**src/rtl/uc_pkg.sv**
```systemverilog
// Shared encodings for the uc_seq control unit: opcode map, FSM states and
// the pending I/O access type latched while the PC is stalled.
package uc_pkg;

  localparam logic [2:0] OP_ALU_RR = 3'b000;
  localparam logic [2:0] OP_ALU_IM = 3'b001;

  localparam logic [5:0] OP_J    = 6'b010000;
  localparam logic [5:0] OP_JZ   = 6'b010001;
  localparam logic [5:0] OP_JNZ  = 6'b010010;
  localparam logic [5:0] OP_NOP  = 6'b010011;
  localparam logic [5:0] OP_IN   = 6'b011000;
  localparam logic [5:0] OP_OUT  = 6'b011001;
  localparam logic [5:0] OP_HALT = 6'b111111;

  typedef enum logic [1:0] {
    S_EXEC    = 2'b00,
    S_IO_WAIT = 2'b01,
    S_HALT    = 2'b10
  } state_t;

  typedef enum logic [1:0] {
    PEND_NONE = 2'b00,
    PEND_IN   = 2'b01,
    PEND_OUT  = 2'b10
  } pend_t;

endpackage

```
**src/rtl/uc_io_timer.sv**
```systemverilog
// Clearable, enabled up-counter that flags the last cycle an I/O access may
// wait for its acknowledge.
module uc_io_timer #(
  parameter int CNT_W      = 5,
  parameter int IO_TIMEOUT = 16
) (
  input  logic clk,
  input  logic reset,
  input  logic clr,
  input  logic en,
  output logic expired
);

  localparam logic [CNT_W-1:0] LAST = CNT_W'(IO_TIMEOUT - 1);

  logic [CNT_W-1:0] cnt;

  always_ff @(posedge clk or negedge reset) begin
    if (!reset)   cnt <= '0;
    else if (clr) cnt <= '0;
    else if (en)  cnt <= cnt + CNT_W'(1);
  end

  assign expired = (cnt == LAST);

endmodule

```
**src/rtl/uc_seq.sv**
```systemverilog
// Sequencing control unit for the single-cycle CPU datapath: opcode decode,
// PC stall on the I/O req/ack handshake, HALT/run, and sticky error flags.
module uc_seq
  import uc_pkg::*;
#(
  parameter int IO_TIMEOUT = 16,
  parameter int CNT_W      = 5
) (
  input  logic       clk,
  input  logic       reset,
  input  logic [5:0] opcode,
  input  logic       z,
  input  logic       io_ack,
  input  logic       run,
  output logic       s_inc,
  output logic       s_inm,
  output logic       s_datos,
  output logic       we3,
  output logic       wez,
  output logic [2:0] op_alu,
  output logic       pc_en,
  output logic       io_rd,
  output logic       io_wr,
  output logic       halted,
  output logic       io_err,
  output logic       ill_op
);

  state_t state, state_nxt;
  pend_t  pend, pend_nxt;
  logic   resume, resume_nxt;
  logic   set_err, set_ill;
  logic   tmr_clr, tmr_en, tmr_exp;
  logic   we3_c, wez_c, pc_en_c, io_rd_c, io_wr_c;

  uc_io_timer #(
    .CNT_W      (CNT_W),
    .IO_TIMEOUT (IO_TIMEOUT)
  ) u_timer (
    .clk     (clk),
    .reset   (reset),
    .clr     (tmr_clr),
    .en      (tmr_en),
    .expired (tmr_exp)
  );

  always_ff @(posedge clk or negedge reset) begin
    if (!reset) begin
      state  <= S_EXEC;
      pend   <= PEND_NONE;
      resume <= 1'b0;
      io_err <= 1'b0;
      ill_op <= 1'b0;
    end else begin
      state  <= state_nxt;
      pend   <= pend_nxt;
      resume <= resume_nxt;
      if (set_err) io_err <= 1'b1;
      if (set_ill) ill_op <= 1'b1;
    end
  end

  always_comb begin
    s_inc      = 1'b1;
    s_inm      = 1'b0;
    s_datos    = 1'b0;
    we3_c      = 1'b0;
    wez_c      = 1'b0;
    op_alu     = 3'b000;
    pc_en_c    = 1'b1;
    io_rd_c    = 1'b0;
    io_wr_c    = 1'b0;
    state_nxt  = state;
    pend_nxt   = pend;
    resume_nxt = 1'b0;
    set_err    = 1'b0;
    set_ill    = 1'b0;
    tmr_clr    = 1'b0;
    tmr_en     = 1'b0;

    case (state)
      S_EXEC: begin
        // The cycle after run still fetches the HALT word; step over it.
        if (!resume) begin
          if (opcode[5:3] == OP_ALU_RR || opcode[5:3] == OP_ALU_IM) begin
            op_alu = opcode[2:0];
            s_inm  = (opcode[5:3] == OP_ALU_IM);
            we3_c  = 1'b1;
            wez_c  = 1'b1;
          end else begin
            case (opcode)
              OP_J:   s_inc = 1'b0;
              OP_JZ:  s_inc = ~z;
              OP_JNZ: s_inc = z;
              OP_NOP: ;
              OP_IN, OP_OUT: begin
                s_datos = (opcode == OP_IN);
                io_rd_c = (opcode == OP_IN);
                io_wr_c = (opcode == OP_OUT);
                if (io_ack) begin
                  we3_c = (opcode == OP_IN);
                end else begin
                  pc_en_c   = 1'b0;
                  tmr_clr   = 1'b1;
                  state_nxt = S_IO_WAIT;
                  pend_nxt  = (opcode == OP_IN) ? PEND_IN : PEND_OUT;
                end
              end
              OP_HALT: begin
                pc_en_c   = 1'b0;
                state_nxt = S_HALT;
              end
              default: set_ill = 1'b1;
            endcase
          end
        end
      end

      S_IO_WAIT: begin
        s_datos = (pend == PEND_IN);
        io_rd_c = (pend == PEND_IN);
        io_wr_c = (pend == PEND_OUT);
        pc_en_c = 1'b0;
        tmr_en  = 1'b1;
        // Ack takes priority over expiry on the same cycle.
        if (io_ack) begin
          pc_en_c   = 1'b1;
          we3_c     = (pend == PEND_IN);
          state_nxt = S_EXEC;
          pend_nxt  = PEND_NONE;
        end else if (tmr_exp) begin
          pc_en_c   = 1'b1;
          set_err   = 1'b1;
          state_nxt = S_EXEC;
          pend_nxt  = PEND_NONE;
        end
      end

      S_HALT: begin
        pc_en_c = 1'b0;
        if (run) begin
          resume_nxt = 1'b1;
          state_nxt  = S_EXEC;
        end
      end

      default: state_nxt = S_EXEC;
    endcase
  end

  assign we3    = reset & we3_c;
  assign wez    = reset & wez_c;
  assign pc_en  = reset & pc_en_c;
  assign io_rd  = reset & io_rd_c;
  assign io_wr  = reset & io_wr_c;
  assign halted = (state == S_HALT);

endmodule

```
**config.mk**
```make
export PLATFORM = sky130hd
export DESIGN_NAME = uc_seq
export DESIGN_NICKNAME = d
export VERILOG_FILES = /design/src/rtl/uc_pkg.sv /design/src/rtl/uc_io_timer.sv /design/src/rtl/uc_seq.sv
export SDC_FILE = /design/constraint.sdc
export NUM_CORES = 1
export LEC_CHECK = 0
export ABC_AREA = 0
export BUFFER_PORTS_ARGS = -buffer_cell sky130_fd_sc_hd__buf_4
export CAP_MARGIN = 15
export CELL_PAD_IN_SITES_DETAIL_PLACEMENT = 1
export CELL_PAD_IN_SITES_GLOBAL_PLACEMENT = 2
export CORE_MARGIN = 3
export CORE_UTILIZATION = 29
export DETAILED_ROUTE_END_ITERATION = 12
export PLACE_DENSITY = 0.77
export SKIP_CTS_REPAIR_TIMING = 1
export SLEW_MARGIN = 20
export SYNTH_ARGS = -nofsm -noshare
export SYNTH_HDL_FRONTEND = slang
export SYNTH_HIERARCHICAL = 1
export SYNTH_SLANG_ARGS = --single-unit
export TNS_END_PERCENT = 20
```
**constraint.sdc**
```tcl
create_clock -name clk -period 3.1 [get_ports clk]
set_input_delay 0.155 -clock clk [delete_from_list [all_inputs] [get_ports clk]]
set_output_delay 0.155 -clock clk [all_outputs]
set_load 0.005 [all_outputs]
```
==> results of run 1 <==
[logic make-up (layout without fill, tap and decap cells)]
family                   after synthesis  in the layout  share of synthesized area [%]
AND/OR/NAND/NOR                       42             42                           32.3
AO/OA/AOI/OAI                         18             18                           16.3
multiplexers                           2              2                           3.14
adder cells (fa/ha/maj)                2              2                           3.14
buffers and inverters                  9             34                           6.28
flip-flops                            12             12                           37.7
XOR/XNOR                               1              1                           1.10
[stage by stage]
step / total power, uW / setup WS [ns] / std cells / cell area [um^2]
final: 461 / 0.755 / 141 / 1030
after global routing: 500 / 0.624 / 141 / 1030
after CTS: 469 / 0.730 / 140 / 1020
after detailed placement: 343 / 0.740 / 136 / 983
after global placement: 337 / 0.802 / 136 / 983
after floorplan: 294 / 0.873 / 86 / 797
[power by group through the flow]
stage                     sequential, uW  clock [uW]  combinational (uW)
after floorplan                      212           0                81.9
after global placement               218           0                 119
after detailed placement             220           0                 123
after CTS                            217         128                 123
after global routing                 222         138                 140
final                                216         123                 121
[flip-flops by register name, indices dropped and copies added (netlist names)]
register / cells
state: 2
ill_op: 1
u_timer/cnt: 5
pend: 2
resume: 1
io_err: 1
[layout make-up]
class,instances,area share (%)
inverter,5,1.82
sequential,12,29.2
multi-input combinational,65,43.4
tap,30,3.65
clock buffer,4,3.52
timing repair buffer,25,18.5
[path summary, 6_finish.rpt]
path                       slack, ns  cells past startpoint              to      from
min reg2reg                     0.46                      1          io_err    io_err
max                             0.75                      5  u_timer/cnt[3]  state[0]
min in group asynchronous       0.26                      2  u_timer/cnt[4]     reset
max reg2reg                     0.75                      5  u_timer/cnt[3]  state[0]
max in group asynchronous       2.66                      2  u_timer/cnt[3]     reset
min                             0.11                      2          resume       run
[layer usage]
metal  vias to the layer above  track usage (%)  share of wire [%]
li1                        359                -                  -
met1                       355             16.6                 42
met2                        21             23.6                 49
met3                         4             3.73                7.3
met4                         0             3.97                1.3
met5                         -                0                  0
[cells in the final DEF, fill, tap and decap left out, types with 2 or more instances in the layout]
cell type,instances
ha_1,2
nand3_1,3
nor2_1,10
buf_4,24
nor3_1,2
a21o_1,2
inv_1,5
o311ai_1,2
nor4_1,2
a21oi_1,5
clkbuf_4,3
or3_1,3
and2_1,5
and2b_1,2
dfrtp_1,12
nand2b_1,3
[critical path, stage by stage (launching register included)]
cell and delay, ns:
dfrtp_1 0.42, or3_1 0.51, or3_4 0.47, nor2_1 0.35, and2b_1 0.24, mux2_4 0.25
==> metrics.txt, run 1 <==
run status finished clean; setup TNS 0 ns; Switching Fraction 29.3%; CP required 3.25 ns; unrepaired setup endpoints after global routing no; Post-synth top flop dfrtp_1; fraction of registers with async set/reset 100%; Yosys top cell by area dfrtp_1; WL final 2190 um; GRT overflow 0; crit end category register; Residual DRC 0; Hold Vio Cnt, Final 0; clk slew on worst S/H paths 0.08 ns; DRT antenna net count 0; Sink Count 12; clock latency on the worst-skew pair 0.27 ns; Yosys cell types 41; Clock Skews 0.00456 ns; Final nets 125; RD Place Congestion 0.761; Placeable Area 2540 um^2; setup violators final 0; Initial Utilization 31.3%; Gate Count Post-Synth 86; Multi-input gate area 447 um^2; Num CTS Buffers 3; Hold Path Class in -> reg; CTS root buf clkbuf_4; Worst Max-Slew Pin Slew 0.514 ns; worst-case clock buffer depth 2; hold_ws 0.113 ns; Fillers 316; Ys Warns 6; first-pass GRT wire length 3570 um; Lkg Pwr 0.000504 uW; fin. max-slew vios 0; most common cell in the netlist dfrtp_1; Site Rows 18; TritonRoute pass-1 iters 4; Avg Synthesized Cell Area 9.27 um^2; die width 58.4 um; Clk pwr share 26.7%; Synth area leaders dfrtp_1, nor2_1, and2_1; Peak Freq 426 MHz; Synth top cells by count dfrtp_1, nor2_1, a21oi_1, and2_1, inv_1; register area share after synthesis 37.7%; maximum fanout along the worst path 8; CTS tree built; H-tree Lvls 1; dpl hpwl 1740 um; PD cells 447 nW/um^2; Synth Register Bits 12; CP startpoint kind register; Mapped Area 797 um^2; Seq pwr share 46.9%; Vias 739; combinational fraction of design power 26.3%; Period minus WS final 2.35 ns; layout cells sized above 1 29.7%; Yosys top cell area share 37.7%; final core occ 40.5%; internal power 325 uW; CP Class reg -> reg; P&R area growth vs syn 29.2%; total die area 3410 um^2; ant diodes 0; initial antenna violation count 0; period utilisation layout 75.7%; Post-synth EDFFs 0; I/O pin count 25; Data arrival, critical path 2.50 ns; Max-Cap Viols 0; total track usage 13.7%; syn_nets 99; post-DR vias/cell 5.24; net load switching power 135 uW; vias in the first global route 738; DRT iter0 DRCs 9; WL/cell 15.5 um; Worst slew margin 64.8%; VDD IR-drop max 0.307 mV; PortBufs 24; Die Y 58.4 um; largest net degree at the start of global routing 15; register area 300 um^2
Power figures use the tool's default switching activity.
==> run 2, diff against run 1 <==
==> constraint.sdc (replaced) <==
create_clock -name clk -period 2.19 [get_ports clk]
set_input_delay 0.1095 -clock clk [delete_from_list [all_inputs] [get_ports clk]]
set_output_delay 0.1095 -clock clk [all_outputs]
set_load 0.005 [all_outputs]
==> run 2 against run 1 <==
Net effect: critical path depth is 2 higher; worst hold slack worse by 0.045 ns; sequential cell count stayed put; largest cell class unchanged; critical endpoint is now we3; highest routed layer unchanged; register-to-register slack worse by 0.54 ns; utilization is 2.1 points higher.
==> metrics.txt, run 2 (synthesis results as in run 1) <==
clk slew on worst S/H paths 0.07 ns (about the same); post-DR vias/cell 5.19 (-0.94%); hold_ws 0.0684 ns (-0.0450 ns); Final nets 131 (+4.8%); H-tree Lvls 1 (unchanged); maximum fanout along the worst path 6 (-2); PD cells 565 nW/um^2 (+26%); clock latency on the worst-skew pair 0.26 ns (about the same); Largest Register u_timer/cnt; Worst Hold End resume; P&R area growth vs syn 35.8%; Worst Max-Slew Pin Slew 0.396 ns (-0.118 ns); final core occ 42.5% (+2.1 points); unrepaired setup endpoints after global routing no; RD Place Congestion 0.747 (-1.8%); Vias 758 (+2.6%); worst reg-to-reg setup slack 0.21 ns (-0.54 ns); CP required 2.08 ns (-1.17 ns); I/O pin count 25 (unchanged); critical-path cell list or3_4, buf_4, o41ai_2, buf_4, a21oi_1, nor2_1, buf_4; die width 58.4 um (unchanged); period utilisation layout 96.1%; FF-to-FF Start state[0]; crit end category output port; ant diodes 0 (unchanged); Multi-input gate area 468 um^2 (+4.8%); hold path startpoint run; most common cell after layout, fill and taps aside buf_4; first-pass GRT wire length 3490 um (-2.3%); setup violators final 0 (unchanged); Data arrival, critical path 1.99 ns (-0.51 ns); CTS tree built; Crit path top cell by count buf_4; CP Class reg -> out; slowest cell on the critical path dfrtp_1; vias in the first global route 737 (-0.14%); reg2reg path depth 5 (unchanged); DRT iter0 DRCs 10 (+1); run status finished clean; Max-Cap Viols 0 (unchanged); layout cells sized above 1 36.2% (+6.5 points); VDD IR-drop max 0.538 mV (+75%); CP startpoint kind register; Hold Vio Cnt, Final 0 (unchanged); most frequent cells in the layout buf_4, dfrtp_1, nor2_1; TritonRoute pass-1 iters 4 (unchanged); Initial Utilization 31.3% (unchanged); Fillers 304 (-3.8%); max incr delay on CP 0.42 ns (-0.09 ns); Hold Path Cell Cnt 2 (unchanged); CTS root buf clkbuf_4; Num CTS Buffers 3 (unchanged); register area 300 um^2 (unchanged); dpl hpwl 1640 um (-5.6%); initial antenna violation count 0 (unchanged); Site Rows 18 (unchanged); Worst slew margin 73.4% (+8.6 points); Sink Count 12 (unchanged); DRT antenna net count 0 (unchanged); WL final 2100 um (-3.9%); total die area 3410 um^2 (unchanged); fin. max-slew vios 0 (unchanged); biggest regs u_timer/cnt x5, pend x2, state x2; setup TNS 0 ns (unchanged); Residual DRC 0 (unchanged); Hold Path Class in -> reg; GRT overflow 0 (unchanged); largest net degree at the start of global routing 15 (unchanged); Peak Freq 475 MHz; R2R Path End u_timer/cnt[3]; Placeable Area 2540 um^2 (unchanged); WL/cell 14.4 um (-7.2%); Largest register FFs 5 (unchanged); PortBufs 24 (unchanged); Lkg Pwr 0.000535 uW (+6.1%); worst-case clock buffer depth 2 (unchanged); Clock Skews 0.00425 ns (-0.000308 ns); Die Y 58.4 um (unchanged); Design Power 612 uW (+33%); total track usage 13.2% (-0.45 points); Period minus WS final 2.10 ns
==> run 2: cell count changes in the layout (fill, tap and decap cells not counted), sizes merged <==
| cell | change |
|---|---|
| buf | +6 |
| clkbuf | -1 |
==> run 2: metrics by stage <==
step,area [um^2],instances,worst slack (ns)
after CTS,1030,142,-0.0167
after global placement,1010,139,0.256
after floorplan,800,86,0.0548
after global routing,1080,146,0.000780
after detailed placement,1010,139,0.209
final,1080,146,0.0857
==> run 2: where the power goes <==
group | switching, uW | internal, uW | total, uW | leakage (uW)
Combinational | 78.0 | 98.2 | 176 | 0.000377
Clock | 66.8 | 63.4 | 130 | 0.0000138
Sequential | 39.3 | 266 | 306 | 0.000144
Total | 184 | 428 | 612 | 0.000535
==> run 2: worst max-delay path, delay by kind of cell, from the launching register on <==
family                 cells  cell delay [ns]
AO/OA/AOI/OAI              2             0.36
AND/OR/NAND/NOR            2             0.51
flip-flops                 1             0.42
buffers and inverters      3             0.44
==> run 2: metal layers <==
metal | global-route usage [%] | vias up | share of wire (%)
met5 | 0 | - | 0
met4 | 4.97 | 0 | 0.57
met3 | 1.32 | 2 | 5.5
met2 | 22.8 | 20 | 50
met1 | 17.0 | 364 | 44
li1 | - | 372 | -
==> run 2: cell type report <==
type | count | area share, %
clock buffer | 3 | 2.08
inverter | 5 | 1.73
multi-input combinational | 65 | 43.2
sequential | 12 | 27.7
tap | 30 | 3.47
timing repair buffer | 31 | 21.7
==> run 2: worst max-delay path by stage <==
stage | startpoint | end | slack (ns) | cells past startpoint
5_1_grt | state[0] | we3 | 0.0008 | 7
3_3_place_gp | state[0] | u_timer/cnt[3] | 0.26 | 5
6_report | state[0] | we3 | 0.09 | 7
3_5_place_dp | state[0] | u_timer/cnt[3] | 0.21 | 5
4_1_cts | state[0] | we3 | -0.02 | 7
2_1_floorplan | state[0] | u_timer/cnt[3] | 0.05 | 7
==> run 3, diff against run 2 <==
--- a/config.mk
+++ b/config.mk
@@ -8,12 +8,12 @@
 export ABC_AREA = 0
 export BUFFER_PORTS_ARGS = -buffer_cell sky130_fd_sc_hd__buf_4
 export CAP_MARGIN = 15
-export CELL_PAD_IN_SITES_DETAIL_PLACEMENT = 1
-export CELL_PAD_IN_SITES_GLOBAL_PLACEMENT = 2
+export CELL_PAD_IN_SITES_DETAIL_PLACEMENT = 0
+export CELL_PAD_IN_SITES_GLOBAL_PLACEMENT = 1
 export CORE_MARGIN = 3
-export CORE_UTILIZATION = 29
+export CORE_UTILIZATION = 35
 export DETAILED_ROUTE_END_ITERATION = 12
-export PLACE_DENSITY = 0.77
+export PLACE_DENSITY = 0.75
 export SKIP_CTS_REPAIR_TIMING = 1
 export SLEW_MARGIN = 20
 export SYNTH_ARGS = -nofsm -noshare
==> run 3 against run 2 <==
Net effect: power up 7.0%; clock power up 32%; combinational power about the same; clock-buffer cell count up 1; global-route usage up 1.1 points; clock skew up 0.0014 ns; critical path type unchanged; critical endpoint unchanged.
==> metrics.txt, run 3 (synthesis results as in run 1) <==
I/O pin count 25 (unchanged); dpl hpwl 1410 um (-14%); clk slew on worst S/H paths 0.07 ns (about the same); clock latency on the worst-skew pair 0.27 ns (about the same); R2R Path End u_timer/cnt[3]; Initial Utilization 38.7% (+7.3 points); Vias 740 (-2.4%); WL final 1820 um (-13%); H-tree Lvls 1 (unchanged); CTS tree built; Clock Skews 0.00568 ns (+0.00143 ns); largest net degree at the start of global routing 15 (unchanged); WL/cell 12.7 um (-12%); Multi-input gate area 482 um^2 (+2.9%); largest delay contributor family on the critical path simple AND/OR/NAND/NOR gates; total track usage 14.3% (+1.1 points); final core occ 53.5% (+11 points); PD cells 594 nW/um^2 (+5.1%); CP Class reg -> out; Max-Cap Viols 0 (unchanged); most frequent cells in the layout buf_4, dfrtp_1, nor2_1; Placeable Area 2060 um^2 (-19%); CP startpoint kind register; Crit. Startpoint state[1]; register area 300 um^2 (unchanged); worst reg-to-reg setup slack 0.24 ns (+0.03 ns); Residual DRC 0 (unchanged); initial antenna violation count 0 (unchanged); PortBufs 24 (unchanged); ant diodes 0 (unchanged); Data arrival, critical path 1.98 ns (about the same); Crit path top cell by count buf_4; Period minus WS final 2.09 ns (-0.0149 ns); Die Y 53.7 um (-8.1%); Largest Register u_timer/cnt; P&R area growth vs syn 38.3%; WP depth 7 (unchanged); WP buf/inv 3 (unchanged); Worst Max-Slew Pin Slew 0.382 ns (-0.0146 ns); Fillers 181 (-40%); TritonRoute pass-1 iters 4 (unchanged); CTS root buf clkbuf_4; dpl cells 136 (-2.2%); layout cells sized above 1 37.1% (+0.86 points); Largest register FFs 5 (unchanged); crit end category output port; Hold Vio Cnt, Final 0 (unchanged); CP required 2.08 ns (about the same); Post-DP Area 1000 um^2 (-0.37%); fin. max-slew vios 0 (unchanged); first-pass GRT wire length 2970 um (-15%); post-DR vias/cell 5.17 (-0.33%); GRT overflow 0 (unchanged); Final Instance Area 1100 um^2 (+1.8%); period utilisation layout 95.4% (-0.68 points); Lkg Pwr 0.000536 uW (+0.23%); Worst slew margin 74.4% (+0.98 points); Final nets 130 (-0.76%); maximum fanout along the worst path 6 (unchanged); die width 53.7 um (-8.1%); critical-path cell list or3_4, buf_6, o41ai_4, buf_4, a21oi_1, nor2_1, buf_4; run status finished clean; setup TNS 0 ns (unchanged); most common cell after layout, fill and taps aside buf_4; slowest cell on the critical path dfrtp_1; FF-to-FF Start state[1]; DRT iter0 DRCs 12 (+2); VDD IR-drop max 0.466 mV (-13%); Num CTS Buffers 3 (unchanged); biggest regs u_timer/cnt x5, pend x2, state x2; Sink Count 12 (unchanged); RD Place Congestion 0.783 (+4.8%); Site Rows 16 (-2); Hold Path Class in -> reg; worst-case clock buffer depth 2 (unchanged); reg2reg path depth 5 (unchanged); Design Power 655 uW (+7.0%); vias in the first global route 667 (-9.5%); CP endpoint we3; max incr delay on CP 0.42 ns (about the same); final instance count without filler cells 143 (-2.1%); Peak Freq 479 MHz (+0.71%); total die area 2890 um^2 (-15%); DRT antenna net count 0 (unchanged); setup violators final 0 (unchanged)
[run 3: how the worst min path moves through the flow]
stage | from | endpoint | slack, ns | cells past startpoint
6_report | run | resume | 0.06 | 2
5_1_grt | run | resume | 0.06 | 2
4_1_cts | reset | u_timer/cnt[2] | -0.33 | 1
3_5_place_dp | reset | io_err | -0.03 | 1
3_3_place_gp | reset | io_err | -0.04 | 1
2_1_floorplan | reset | ill_op | -0.19 | 0
[run 3: layer usage]
| metal | vias to the layer above | GRT usage [%] | wire length, um |
|---|---|---|---|
| met1 | 350 | 19.4 | 882 |
| met3 | 2 | 6.37 | 94 |
| met5 | - | 0 | 0 |
| met4 | 0 | 2.55 | 12 |
| met2 | 15 | 21.0 | 831 |
| li1 | 373 | - | - |
[run 3: worst register-to-register path: cells and delay by family, from the launching register on]
kind          cells  cell delay [ns]
flops             1             0.42
simple gates      4             1.17
mux               1             0.25
[run 3: metrics by stage]
stage / setup WS [ns] / hold WS (ns)
6_report: 0.101 / 0.0612
5_1_grt: -0.00900 / 0.0621
4_1_cts: -0.0340 / -0.332
3_5_place_dp: 0.245 / -0.0336
3_3_place_gp: 0.266 / -0.0373
2_1_floorplan: 0.0548 / -0.186
[run 3: power by group]
part | leakage [uW] | switching (uW) | internal, uW
Sequential | 0.000144 | 39.3 | 266
Combinational | 0.000371 | 78.5 | 99.7
Clock | 0.0000210 | 70.0 | 101
Total | 0.000536 | 188 | 467
[run 3: area by class of cell]
class	count	share of cell area, %
clock buffers	4	3.29
flip-flops and latches	12	27.2
well taps	27	3.06
inverters	5	1.70
repair buffers	30	21.0
multi-input cells	65	43.7
